<file path="src/rtl/crc7_cmd_sequencer.sv">
// SD-card command framer: latches a command, runs the external CRC-7 engine,
// then shifts the 48-bit frame MSB-first onto the CMD line at the bit_tick rate.
module crc7_cmd_sequencer #(
    parameter int unsigned TIMEOUT_CYCLES = 64,
    parameter int unsigned TMO_W          = 7
) (
    input  logic        clk,
    input  logic        rst,
    input  logic        cmd_valid,
    output logic        cmd_ready,
    input  logic [5:0]  cmd_index,
    input  logic [31:0] cmd_arg,
    output logic [39:0] crc_data,
    output logic        crc_start,
    input  logic        crc_done,
    input  logic [6:0]  crc_in,
    input  logic        bit_tick,
    output logic        sd_cmd_out,
    output logic        sd_cmd_oe,
    output logic        busy,
    output logic        frame_done,
    output logic        err_timeout
);

    typedef enum logic [2:0] {IDLE, LOAD, WAIT, SHIFT, DONE} state_t;

    localparam logic [TMO_W-1:0] TMO_LAST = TMO_W'(TIMEOUT_CYCLES - 1);

    state_t            state;
    logic [47:0]       shift_reg;
    logic [5:0]        bit_cnt;
    logic [TMO_W-1:0]  tmo_cnt;
    logic [47:0]       frame_word;

    // crc_data already carries {2'b01, index, arg}, i.e. start bit, direction bit and payload.
    assign frame_word = {crc_data, crc_in, 1'b1};

    always_ff @(posedge clk) begin
        if (rst) begin
            state       <= IDLE;
            cmd_ready   <= 1'b1;
            crc_start   <= 1'b0;
            crc_data    <= '0;
            sd_cmd_out  <= 1'b1;
            sd_cmd_oe   <= 1'b0;
            busy        <= 1'b0;
            frame_done  <= 1'b0;
            err_timeout <= 1'b0;
            shift_reg   <= '0;
            bit_cnt     <= '0;
            tmo_cnt     <= '0;
        end else begin
            crc_start   <= 1'b0;
            frame_done  <= 1'b0;
            err_timeout <= 1'b0;
            case (state)
                IDLE: begin
                    if (cmd_valid && cmd_ready) begin
                        crc_data  <= {2'b01, cmd_index, cmd_arg};
                        cmd_ready <= 1'b0;
                        busy      <= 1'b1;
                        crc_start <= 1'b1;
                        state     <= LOAD;
                    end
                end
                LOAD: begin
                    tmo_cnt <= '0;
                    state   <= WAIT;
                end
                WAIT: begin
                    // crc_done is checked before the timeout so a late done still wins.
                    if (crc_done) begin
                        shift_reg  <= frame_word;
                        sd_cmd_out <= frame_word[47];
                        sd_cmd_oe  <= 1'b1;
                        bit_cnt    <= '0;
                        state      <= SHIFT;
                    end else if (tmo_cnt == TMO_LAST) begin
                        err_timeout <= 1'b1;
                        cmd_ready   <= 1'b1;
                        busy        <= 1'b0;
                        state       <= IDLE;
                    end else begin
                        tmo_cnt <= tmo_cnt + 1'b1;
                    end
                end
                SHIFT: begin
                    if (bit_tick) begin
                        shift_reg <= {shift_reg[46:0], 1'b0};
                        bit_cnt   <= bit_cnt + 1'b1;
                        if (bit_cnt == 6'd47) begin
                            sd_cmd_out <= 1'b1;
                            sd_cmd_oe  <= 1'b0;
                            frame_done <= 1'b1;
                            state      <= DONE;
                        end else begin
                            sd_cmd_out <= shift_reg[46];
                        end
                    end
                end
                DONE: begin
                    cmd_ready <= 1'b1;
                    busy      <= 1'b0;
                    state     <= IDLE;
                end
                default: begin
                    cmd_ready <= 1'b1;
                    busy      <= 1'b0;
                    state     <= IDLE;
                end
            endcase
        end
    end

endmodule

</file>
<file path="config.mk">
export PLATFORM = sky130hd
export DESIGN_NAME = crc7_cmd_sequencer
export DESIGN_NICKNAME = d
export VERILOG_FILES = /design/src/rtl/crc7_cmd_sequencer.sv
export SDC_FILE = /design/constraint.sdc
export NUM_CORES = 1
export LEC_CHECK = 0
export ABC_AREA = 1
export BUFFER_PORTS_ARGS = -buffer_cell sky130_fd_sc_hd__buf_2
export CAP_MARGIN = 10
export CORE_UTILIZATION = 58
export DETAILED_ROUTE_END_ITERATION = 16
export PLACE_DENSITY_LB_ADDON = 0.08
export SETUP_SLACK_MARGIN = 0.02
export SLEW_MARGIN = 20
export SYNTH_ARGS = -nofsm -noshare
export SYNTH_HDL_FRONTEND = slang
export SYNTH_SLANG_ARGS = --single-unit
</file>
<file path="constraint.sdc">
create_clock -name clk -period 2.4 [get_ports clk]
set_input_delay 0.12 -clock clk [delete_from_list [all_inputs] [get_ports clk]]
set_output_delay 0.12 -clock clk [all_outputs]
set_load 0.005 [all_outputs]
</file>
==> metrics.cfg, run 1 <==
[floorplan]
ios=97
coreArea_sq_um=7727
die_h_um=91.32
start_util=0.5988
dieWidth_um=91.32
row_count=32
dieArea_sq_um=8338

[cells_and_area]
drive_above_1_share=0.1841
area_growth_pct=13.85
final_cell_area_sq_um=5268
regArea_sq_um=2182
multiInputGateArea_sq_um=1959
diodes=0
largest_reg_flops=47
fillCellCount=694
final_core_util=0.6817
fin_nets=764
stdcell_count=819

[synth]
synth_warnings=0
synthCells=639
ys_ff_latch=109
synth_largest_area_cell=dfxtp_1
ys.flop_type=dfxtp_1
syn_nets=691
ys_async_sr_fraction=0
yosysMostFrequentCell=o21ai_0
synth.avg_cell_area_sq_um=7.241
synth_edf_count=0
ys_seq_area_frac=0.4716
yosysUniqueCellTypes=29
synth_top_area_share=0.4716
yosys-top-cells-count=o21ai_0 (125), dfxtp_1 (109), nor2_1 (106), nand2_1 (95), inv_1 (60)
synth_area_leaders=dfxtp_1 (47%), o21ai_0 (14%), nor2_1 (8.6%)
syn-cell-area_sq_um=4627

[routing]
ant_nets=0
vias=4173
via_per_inst=5.095
routedWlPerCell_um=11.56
drc=0
dr.pass1.iters=4
drt_iter0_drc=207
finalWirelength_um=9465

[global_route]
grt_overflow_total=0
grt_max_degree=63
antenna_found_initial=0
grt_use_total=0.2409
grt_pass1_wl_um=16440
grt_pass1_vias=3826

[clocking]
clock_path_buffers=2
clk_pin_slew_ps=110
cts_resized=0
cts.sinks=109
worstSkewPairLatency_ps=360
cts_tree=done
cts_made_buffers=9
cts_max_level=3
cts_root_buf=clkbuf_8

[critical_path]
worstPathMaxFanout=45
start_kind=flop
worstSetupEndpointType=flop
r2r_slack_ps=530
path_class=reg -> reg
required_ps=2650
crit_arrival_ps=2130

[placed_design]
gp_congestion=0.8350
dp.cells=801
port_buffers=95
dp_hpwl_um=6330
placedInstanceArea_sq_um=5022

[sta]
tns_ps=0
fin_worst_skew_ps=12.06
setup_viol=0
min_period_over_period=0.7793
max_freq_mhz=534.7
rsz0062_at_grt=no
worst_pin_slew_ps=518.6
whs_ps=26.99
min_period_ps=1870
slew_headroom=0.6543
finalHoldViolCount=0
slew_violations=0

[power]
power_density_nw_per_um2=1043
leakage_nw=2.431
vdd_drop_max_mv=0.5007

[status]
status=finished, final reports clean

[hold_path]
hold_class=in -> reg

[run]
drv_cap=0

==> metrics by stage <==
| step | power, mW | worst slack [ps] |
|---|---|---|
| after CTS | 5.531 | 325.0 |
| after floorplan | 3.904 | 1057 |
| after global routing | 5.938 | 283.8 |
| after detailed placement | 4.346 | 337.4 |
| after global placement | 4.274 | 409.2 |
| final | 5.496 | 529.7 |
==> cell type report <==
cell class | instances | share of cell area
Tap cell | 102 | 0.02423
Clock buffer | 10 | 0.02613
Clock inverter | 6 | 0.01473
Timing Repair Buffer | 102 | 0.1031
Inverter | 64 | 0.04561
Multi-Input combinational cell | 426 | 0.3720
Sequential cell | 109 | 0.4143
==> logic make-up (layout without fill, tap and decap cells) <==
group	after synthesis	in the layout	share of synthesized area
DFF	109	109	0.4716
and+or+nand+nor	238	238	0.2139
other	1	1	0.0008105
AOI/OAI and AO/OA	184	184	0.2015
buffers and inverters	104	182	0.1049
xor gates and xnor gates	1	1	0.001893
adders and majority gates	2	2	0.005407
==> critical path, cell delays in order, from the launching register on <==
cell and delay [ps]:
dfxtp_1 350, nor2_1 190, nand2_1 110, inv_2 100
nand3_4 330, buf_4 390, o21ai_0 230, a21oi_1 70
==> power breakdown <==
part,internal [mW],leakage (nW),switching [mW],total (mW)
clock network,0.532,0.107,0.640,1.17
logic,0.658,1.43,1.15,1.81
registers,2.28,0.892,0.236,2.52
==> per-layer routing <==
metal  GRT usage  vias up  routed length (um)
met2      0.4078       98                4406
met1      0.3099     1871                4594
met4     0.06217        0                  90
met5           0        -                   0
li1            -     2198                   -
met3     0.05444        6                 374
==> timing repair <==
action,CTS,global route
hold buffers,1,0
buffers inserted,0,0
endpoints found under the hold margin,1,0
==> final timing paths <==
kind / start / endpoint / cells past startpoint
hold / removal: cmd_index[2] / crc_data[34]$_SDFFE_PP0P_ / 3
hold reg to reg: tmo_cnt[6]$_SDFFE_PP0P_ / tmo_cnt[6]$_SDFFE_PP0P_ / 2
setup reg to reg: state[1]$_SDFFE_PP0P_ / crc_data[29]$_SDFFE_PP0P_ / 7
setup / recovery: state[1]$_SDFFE_PP0P_ / crc_data[29]$_SDFFE_PP0P_ / 7
==> cell usage in the layout (no fill, tap or decap), types with 3 or more instances in the layout <==
cell,count
inv_1,60
nand3_1,21
inv_2,4
o21ai_0,125
nor3_1,3
nand2_2,3
nand4_1,3
nor2_1,106
a21oi_1,55
nand2_1,95
dfxtp_1,109
buf_4,5
clkbuf_8,10
buf_2,95
No activity file was read; power rests on OpenSTA's default activity.
==> inputs of run 2 (changes only) <==
--- a/config.mk
+++ b/config.mk
@@ -8,7 +8,7 @@
 export ABC_AREA = 1
 export BUFFER_PORTS_ARGS = -buffer_cell sky130_fd_sc_hd__buf_2
 export CAP_MARGIN = 10
-export CORE_UTILIZATION = 58
+export CORE_UTILIZATION = 49
 export DETAILED_ROUTE_END_ITERATION = 16
 export PLACE_DENSITY_LB_ADDON = 0.08
 export SETUP_SLACK_MARGIN = 0.02
==> constraint.sdc (replaced) <==
create_clock -name clk -period 1.55 [get_ports clk]
set_input_delay 0.0775 -clock clk [delete_from_list [all_inputs] [get_ports clk]]
set_output_delay 0.0775 -clock clk [all_outputs]
set_load 0.005 [all_outputs]
==> run 2 against run 1 <==
Cell area grew 8.4%. Power grew 57%. Cell count grew 5.6%. Sequential power grew 56%. Register-to-register slack lost 410 ps. Critical path depth grew 3. First-iteration DRC count shrank 9.7%. Core utilization shrank 6.1 points. Clock power grew 38%. Largest power group unchanged.
==> metrics.cfg, run 2 (same netlist as run 1, synthesis figures left out) <==
[floorplan]
row_count=35  ; was 32
start_util=0.5031  ; was 0.5988
ios=97  ; unchanged
dieWidth_um=99.18  ; was 91.32 um
dieArea_sq_um=9836  ; was 8338 sq um
coreArea_sq_um=9196  ; was 7727 sq um
die_h_um=99.18  ; was 91.32 um

[power]
power_mw=8.629  ; was 5.496 mW
switching_share=0.3711  ; was 0.3681
leakage_nw=2.601  ; was 2.431 nW
p_seq_frac=0.454  ; was 0.458
pwr-share-comb=0.358  ; was 0.328
power_density_nw_per_um2=1512  ; was 1043 nW/um^2
p_switching_mw=3.202  ; was 2.023 mW
vdd_drop_max_mv=0.9255  ; was 0.5007 mV
clkPwrFrac=0.188  ; was 0.213
power.internal_mw=5.427  ; was 3.473 mW

[placed_design]
port_buffers=95  ; unchanged
placedInstanceArea_sq_um=5144  ; was 5022 sq um
pre_cts_ws_ps=54.29  ; was 337.4 ps
gp_congestion=0.7843  ; was 0.8350
dp_hpwl_um=6358  ; was 6330 um

[critical_path]
reg2reg_to=bit_cnt[5]$_SDFFE_PP0P_  ; was crc_data[29]$_SDFFE_PP0P_
crit_path_end=bit_cnt[5]$_SDFFE_PP0P_  ; was crc_data[29]$_SDFFE_PP0P_
r2r-start=state[2]$_SDFFE_PP0P_  ; was state[1]$_SDFFE_PP0P_
r2r_slack_ps=120  ; was 530 ps
worstPathMaxFanout=26  ; was 45
worstSetupEndpointType=flop  ; unchanged
path_class=reg -> reg  ; unchanged
path_cells=inv_2 -> nand3_4 -> inv_2 -> nand2_2 -> nand2_4 -> buf_12 -> nand3_1 -> nand2_1 -> nand2_1 -> nor2_1  ; was nor2_1 -> nand2_1 -> inv_2 -> nand3_4 -> buf_4 -> o21ai_0 -> a21oi_1
critPathSlowestCell=dfxtp_1  ; was buf_4
cp_top_family=simple AND/OR/NAND/NOR gates  ; unchanged
cp_num_cells=10  ; was 7
slowest_delay_ps=340  ; was 390 ps
crit_arrival_ps=1730  ; was 2130 ps
reg2reg_depth=10  ; was 7
crit_buf_inv=3  ; was 2
required_ps=1850  ; was 2650 ps
start_kind=flop  ; unchanged
startpoint=state[2]$_SDFFE_PP0P_  ; was state[1]$_SDFFE_PP0P_

[cells_and_area]
final_core_util=0.6207  ; was 0.6817
layout_commonest_cell=o21ai_0  ; unchanged
drive_above_1_share=0.2003  ; was 0.1841
fin_nets=802  ; was 764
fillCellCount=832  ; was 694
diodes=0  ; unchanged
final_cell_area_sq_um=5708  ; was 5268 sq um
regArea_sq_um=2187  ; was 2182 sq um
area_growth_pct=23.36  ; was 13.85%
largest_reg_flops=47  ; unchanged
mostFrequentLayoutCells=o21ai_0 (125), dfxtp_1 (105), nor2_1 (103), buf_2 (95), nand2_1 (94)  ; was o21ai_0 (125), dfxtp_1 (109), nor2_1 (106), nand2_1 (95), buf_2 (95)
multiInputGateArea_sq_um=1998  ; was 1959 sq um

[global_route]
grt_use_total=0.2088  ; was 0.2409
grt_overflow_total=0  ; unchanged
antenna_found_initial=0  ; unchanged
grt_max_degree=80  ; was 63
grt_pass1_vias=3864  ; was 3826
grt_pass1_wl_um=16920  ; was 16440 um

[run]
drv_cap=0  ; unchanged

[clocking]
cts_max_level=3  ; unchanged
worstSkewPairLatency_ps=360  ; about the same
cts_root_buf=clkbuf_8  ; unchanged
cts_tree=done  ; unchanged
cts_made_buffers=9  ; unchanged
cts.sinks=109  ; unchanged
clk_pin_slew_ps=110  ; about the same
clock_path_buffers=2  ; unchanged

[sta]
tns_ps=0  ; unchanged
fin_worst_skew_ps=20.52  ; was 12.06 ps
slew_violations=0  ; unchanged
finalHoldViolCount=0  ; unchanged
rsz0062_at_grt=yes  ; was no
layout_setup_ws_ps=116.7  ; was 529.7 ps
min_period_ps=1433  ; was 1870 ps
setup_viol=0  ; unchanged
max_freq_mhz=697.7  ; was 534.7 MHz
min_period_over_period=0.9247  ; was 0.7793

[routing]
ant_nets=0  ; unchanged
dr.pass1.iters=4  ; unchanged
routedWlPerCell_um=11.78  ; was 11.56 um
finalWirelength_um=10190  ; was 9465 um
via_per_inst=4.910  ; was 5.095
drc=0  ; unchanged
vias=4247  ; was 4173
drt_iter0_drc=187  ; was 207

[status]
status=finished, final reports clean  ; unchanged

[hold_path]
hold_class=in -> reg  ; unchanged

run 2: cell count changes in the layout (fill, tap and decap cells not counted), moves of 2 or more:
cell | before | now
nand3_4 | 1 | 3
buf_4 | 5 | 8
dlygate4sd3_1 | 1 | 31
dfxtp_2 | 0 | 4
dfxtp_1 | 109 | 105
nor2_2 | 0 | 3
inv_1 | 60 | 58
nor2_1 | 106 | 103
buf_12 | 1 | 4
inv_2 | 4 | 6
run 2: timing repair:
action / in CTS / in global routing
resized for setup: 0 / 16
hold endpoints to repair: 31 / 0
hold buffers: 31 / 0
endpoints found under the setup margin: 0 / 56
setup buffers: 0 / 0
run 2: final cells by class:
cell class / count / share of cell area
multi-input cells: 426 / 0.3501
clock buffers: 10 / 0.02411
flip-flops and latches: 109 / 0.3832
well taps: 111 / 0.02433
repair buffers: 140 / 0.1686
clock inverters: 5 / 0.007672
inverters: 64 / 0.04209
run 2: how the worst min path moves through the flow:
stage / slack (ps) / cells after the start / start / to
floorplan: 160 / 1 / crc_done / err_timeout$_SDFF_PP0_
global placement: 320 / 2 / crc_done / err_timeout$_SDFF_PP0_
detailed placement: 320 / 2 / crc_done / err_timeout$_SDFF_PP0_
CTS: 0.6 / 3 / cmd_arg[2] / crc_data[2]$_SDFFE_PP0P_
global route: 20 / 3 / cmd_arg[2] / crc_data[2]$_SDFFE_PP0P_
finish: 8 / 3 / cmd_arg[5] / crc_data[5]$_SDFFE_PP0P_
run 2: routing by layer:
metal / global-route usage / vias up / share of wire
met5: 0 / - / 0
met4: 0.06448 / 0 / 0.0060
met3: 0.02952 / 6 / 0.033
met2: 0.3599 / 82 / 0.47
met1: 0.2722 / 1888 / 0.50
li1: - / 2271 / -
run 2: through the flow:
step	cells	hold WS, ps
after floorplan	639	156.0
after global placement	818	324.1
after CTS	864	0.5886
final	865	8.282
after detailed placement	818	321.9
after global routing	865	18.49
run 2: power groups by stage:
stage	clock (mW)	combinational (mW)	sequential [mW]
after floorplan	0	2.10	3.95
after CTS	1.67	3.01	3.89
after global placement	0	2.89	3.92
after global routing	1.77	3.53	4.01
after detailed placement	0	2.94	3.95
final	1.62	3.09	3.92
run 2: worst reg2reg max path, delay by kind of cell (launching register included):
kind,cells,cell delay (ps)
buf+inv,3,380
flops,1,340
simple gates,7,670
==> inputs of run 3 (changes only) <==
--- a/config.mk
+++ b/config.mk
@@ -8,10 +8,10 @@
 export ABC_AREA = 1
 export BUFFER_PORTS_ARGS = -buffer_cell sky130_fd_sc_hd__buf_2
 export CAP_MARGIN = 10
-export CORE_UTILIZATION = 49
+export CORE_UTILIZATION = 58
 export DETAILED_ROUTE_END_ITERATION = 16
 export PLACE_DENSITY_LB_ADDON = 0.08
-export SETUP_SLACK_MARGIN = 0.02
+export SETUP_SLACK_MARGIN = 0.05
 export SLEW_MARGIN = 20
 export SYNTH_ARGS = -nofsm -noshare
 export SYNTH_HDL_FRONTEND = slang
==> constraint.sdc (replaced) <==
create_clock -name clk -period 1.7 [get_ports clk]
set_input_delay 0.085 -clock clk [delete_from_list [all_inputs] [get_ports clk]]
set_output_delay 0.085 -clock clk [all_outputs]
set_load 0.005 [all_outputs]
==> run 3 against run 2 <==
Cell count is 2.7% lower. Power fell by 9.3%. Count of clock-buffer cells in the layout decreased by 1. Clock skew decreased by 8.6 ps. Sequential power shrank 8.9%. Combinational power is 12% lower. First-iteration DRC count up 30%. Critical path depth is 1 lower. Via count grew 2.7%. Global-route usage up 4.7 points. Wire length is 0.92% higher. Critical path type unchanged.
==> metrics.cfg, run 3 (same netlist as run 1, synthesis figures left out) <==
[floorplan]
coreArea_sq_um=7727  ; was 9196 sq um
row_count=32  ; was 35
dieArea_sq_um=8338  ; was 9836 sq um
die_h_um=91.32  ; was 99.18 um
dieWidth_um=91.32  ; was 99.18 um
ios=97  ; unchanged
start_util=0.5988  ; was 0.5031

[cells_and_area]
fillCellCount=656  ; was 832
largest_reg_flops=47  ; unchanged
diodes=0  ; unchanged
area_growth_pct=19.61  ; was 23.36%
fin_nets=789  ; was 802
final_cell_area_sq_um=5534  ; was 5708 sq um
stdcell_count=842  ; was 865
layout_commonest_cell=o21ai_0  ; unchanged
drive_above_1_share=0.1919  ; was 0.2003
final_core_util=0.7162  ; was 0.6207
mostFrequentLayoutCells=o21ai_0 (124), dfxtp_1 (108), nor2_1 (103), nand2_1 (95), buf_2 (95)  ; was o21ai_0 (125), dfxtp_1 (105), nor2_1 (103), buf_2 (95), nand2_1 (94)

[sta]
fin_worst_skew_ps=11.91  ; was 20.52 ps
min_period_over_period=0.9310  ; was 0.9247
rsz0062_at_grt=yes  ; unchanged
layout_setup_ws_ps=117.2  ; was 116.7 ps
slew_violations=0  ; unchanged
min_period_ps=1583  ; was 1433 ps
tns_ps=0  ; unchanged
worst_pin_slew_ps=685.8
setup_viol=0  ; unchanged
finalHoldViolCount=0  ; unchanged
whs_ps=8.563  ; was 8.282 ps
slew_headroom=0.5423
max_freq_mhz=631.8  ; was 697.7 MHz

[critical_path]
crit_arrival_ps=1890  ; was 1730 ps
critPathSlowestCell=dfxtp_1  ; unchanged
critical_path.most_common_cell=nand2_1
start_kind=flop  ; unchanged
worstSetupEndpointType=flop  ; unchanged
path_class=reg -> reg  ; unchanged
required_ps=2010  ; was 1850 ps
path_cells=nand3_2 -> buf_4 -> inv_2 -> nand2_2 -> nand2_8 -> nand3_1 -> nand2_1 -> nand2_1 -> nor2_1  ; was inv_2 -> nand3_4 -> inv_2 -> nand2_2 -> nand2_4 -> buf_12 -> nand3_1 -> nand2_1 -> nand2_1 -> nor2_1
worstPathMaxFanout=51  ; was 26
slowest_delay_ps=410  ; was 340 ps

[clocking]
cts_tree=done  ; unchanged
cts_made_buffers=9  ; unchanged
clock_path_buffers=2  ; unchanged
clk_pin_slew_ps=100  ; was 110 ps
worstSkewPairLatency_ps=360  ; about the same
cts_max_level=3  ; unchanged
post_cts_buffers=0  ; unchanged
cts.sinks=109  ; unchanged
cts_root_buf=clkbuf_8  ; unchanged

[placed_design]
dp.cells=806  ; was 818
dp_hpwl_um=6346  ; was 6358 um
port_buffers=95  ; unchanged
gp_congestion=0.7968  ; was 0.7843
pre_cts_ws_ps=-224.2  ; was 54.29 ps
placedInstanceArea_sq_um=5085  ; was 5144 sq um

[global_route]
antenna_found_initial=0  ; unchanged
grt_max_degree=62  ; was 80
grt_pass1_wl_um=17400  ; was 16920 um
grt_pass1_vias=3975  ; was 3864
grt_overflow_total=0  ; unchanged
grt_use_total=0.2554  ; was 0.2088

[power]
vdd_drop_max_mv=0.6614  ; was 0.9255 mV
power_density_nw_per_um2=1415  ; was 1512 nW/um^2
leakage_nw=2.534  ; was 2.601 nW
power_mw=7.830  ; was 8.629 mW

[routing]
dr.pass1.iters=5  ; was 4
finalWirelength_um=10280  ; was 10190 um
via_per_inst=5.182  ; was 4.910
vias=4363  ; was 4247
drc=0  ; unchanged
drt_iter0_drc=243  ; was 187
ant_nets=0  ; unchanged
routedWlPerCell_um=12.21  ; was 11.78 um

[hold_path]
hold_class=in -> reg  ; unchanged

[run]
drv_cap=0  ; unchanged

[status]
status=finished, final reports clean  ; unchanged

run 3: worst paths after layout:
check | startpoint | endpoint | slack (ps) | cells past startpoint
setup reg to reg | state[1]$_SDFFE_PP0P_ | bit_cnt[5]$_SDFFE_PP0P_ | 120 | 9
hold / removal | cmd_arg[31] | crc_data[31]$_SDFFE_PP0P_ | 9 | 3
hold reg to reg | tmo_cnt[6]$_SDFFE_PP0P_ | tmo_cnt[6]$_SDFFE_PP0P_ | 460 | 2
setup / recovery | state[1]$_SDFFE_PP0P_ | bit_cnt[5]$_SDFFE_PP0P_ | 120 | 9
run 3: final cells by class:
type                       count  area, sq um  area share
clock inverter                 5        61.31     0.01108
timing repair buffer         125        790.8      0.1429
inverter                      64        240.2     0.04341
tap                          102        127.6     0.02306
multi-input combinational    428         2007      0.3626
clock buffer                   9        123.9     0.02238
sequential                   109         2183      0.3945
run 3: timing repair:
item                                    in CTS  in global routing
hold buffers                                20                  0
cloned                                       1                  1
hold endpoints to repair                    20                  0
resized for setup                            1                 13
pin swaps                                    1                  1
endpoints found under the setup margin      49                 87
run 3: power by group:
part	switching [mW]	internal, mW
sequential	0.345	3.23
clock	0.852	0.677
combinational	1.71	1.02
run 3: routing by layer:
layer / wire length (um) / track usage / vias to the layer above
li1: - / - / 2248
met4: 141 / 0.07011 / 0
met2: 4912 / 0.4444 / 134
met1: 4639 / 0.3192 / 1966
met5: 0 / 0 / -
met3: 587 / 0.05444 / 15
run 3: worst max-delay path, delay by kind of cell, from the launching register on:
| family | cells | cell delay (ps) |
|---|---|---|
| buf+inv | 2 | 290 |
| flops | 1 | 410 |
| simple gates | 7 | 820 |
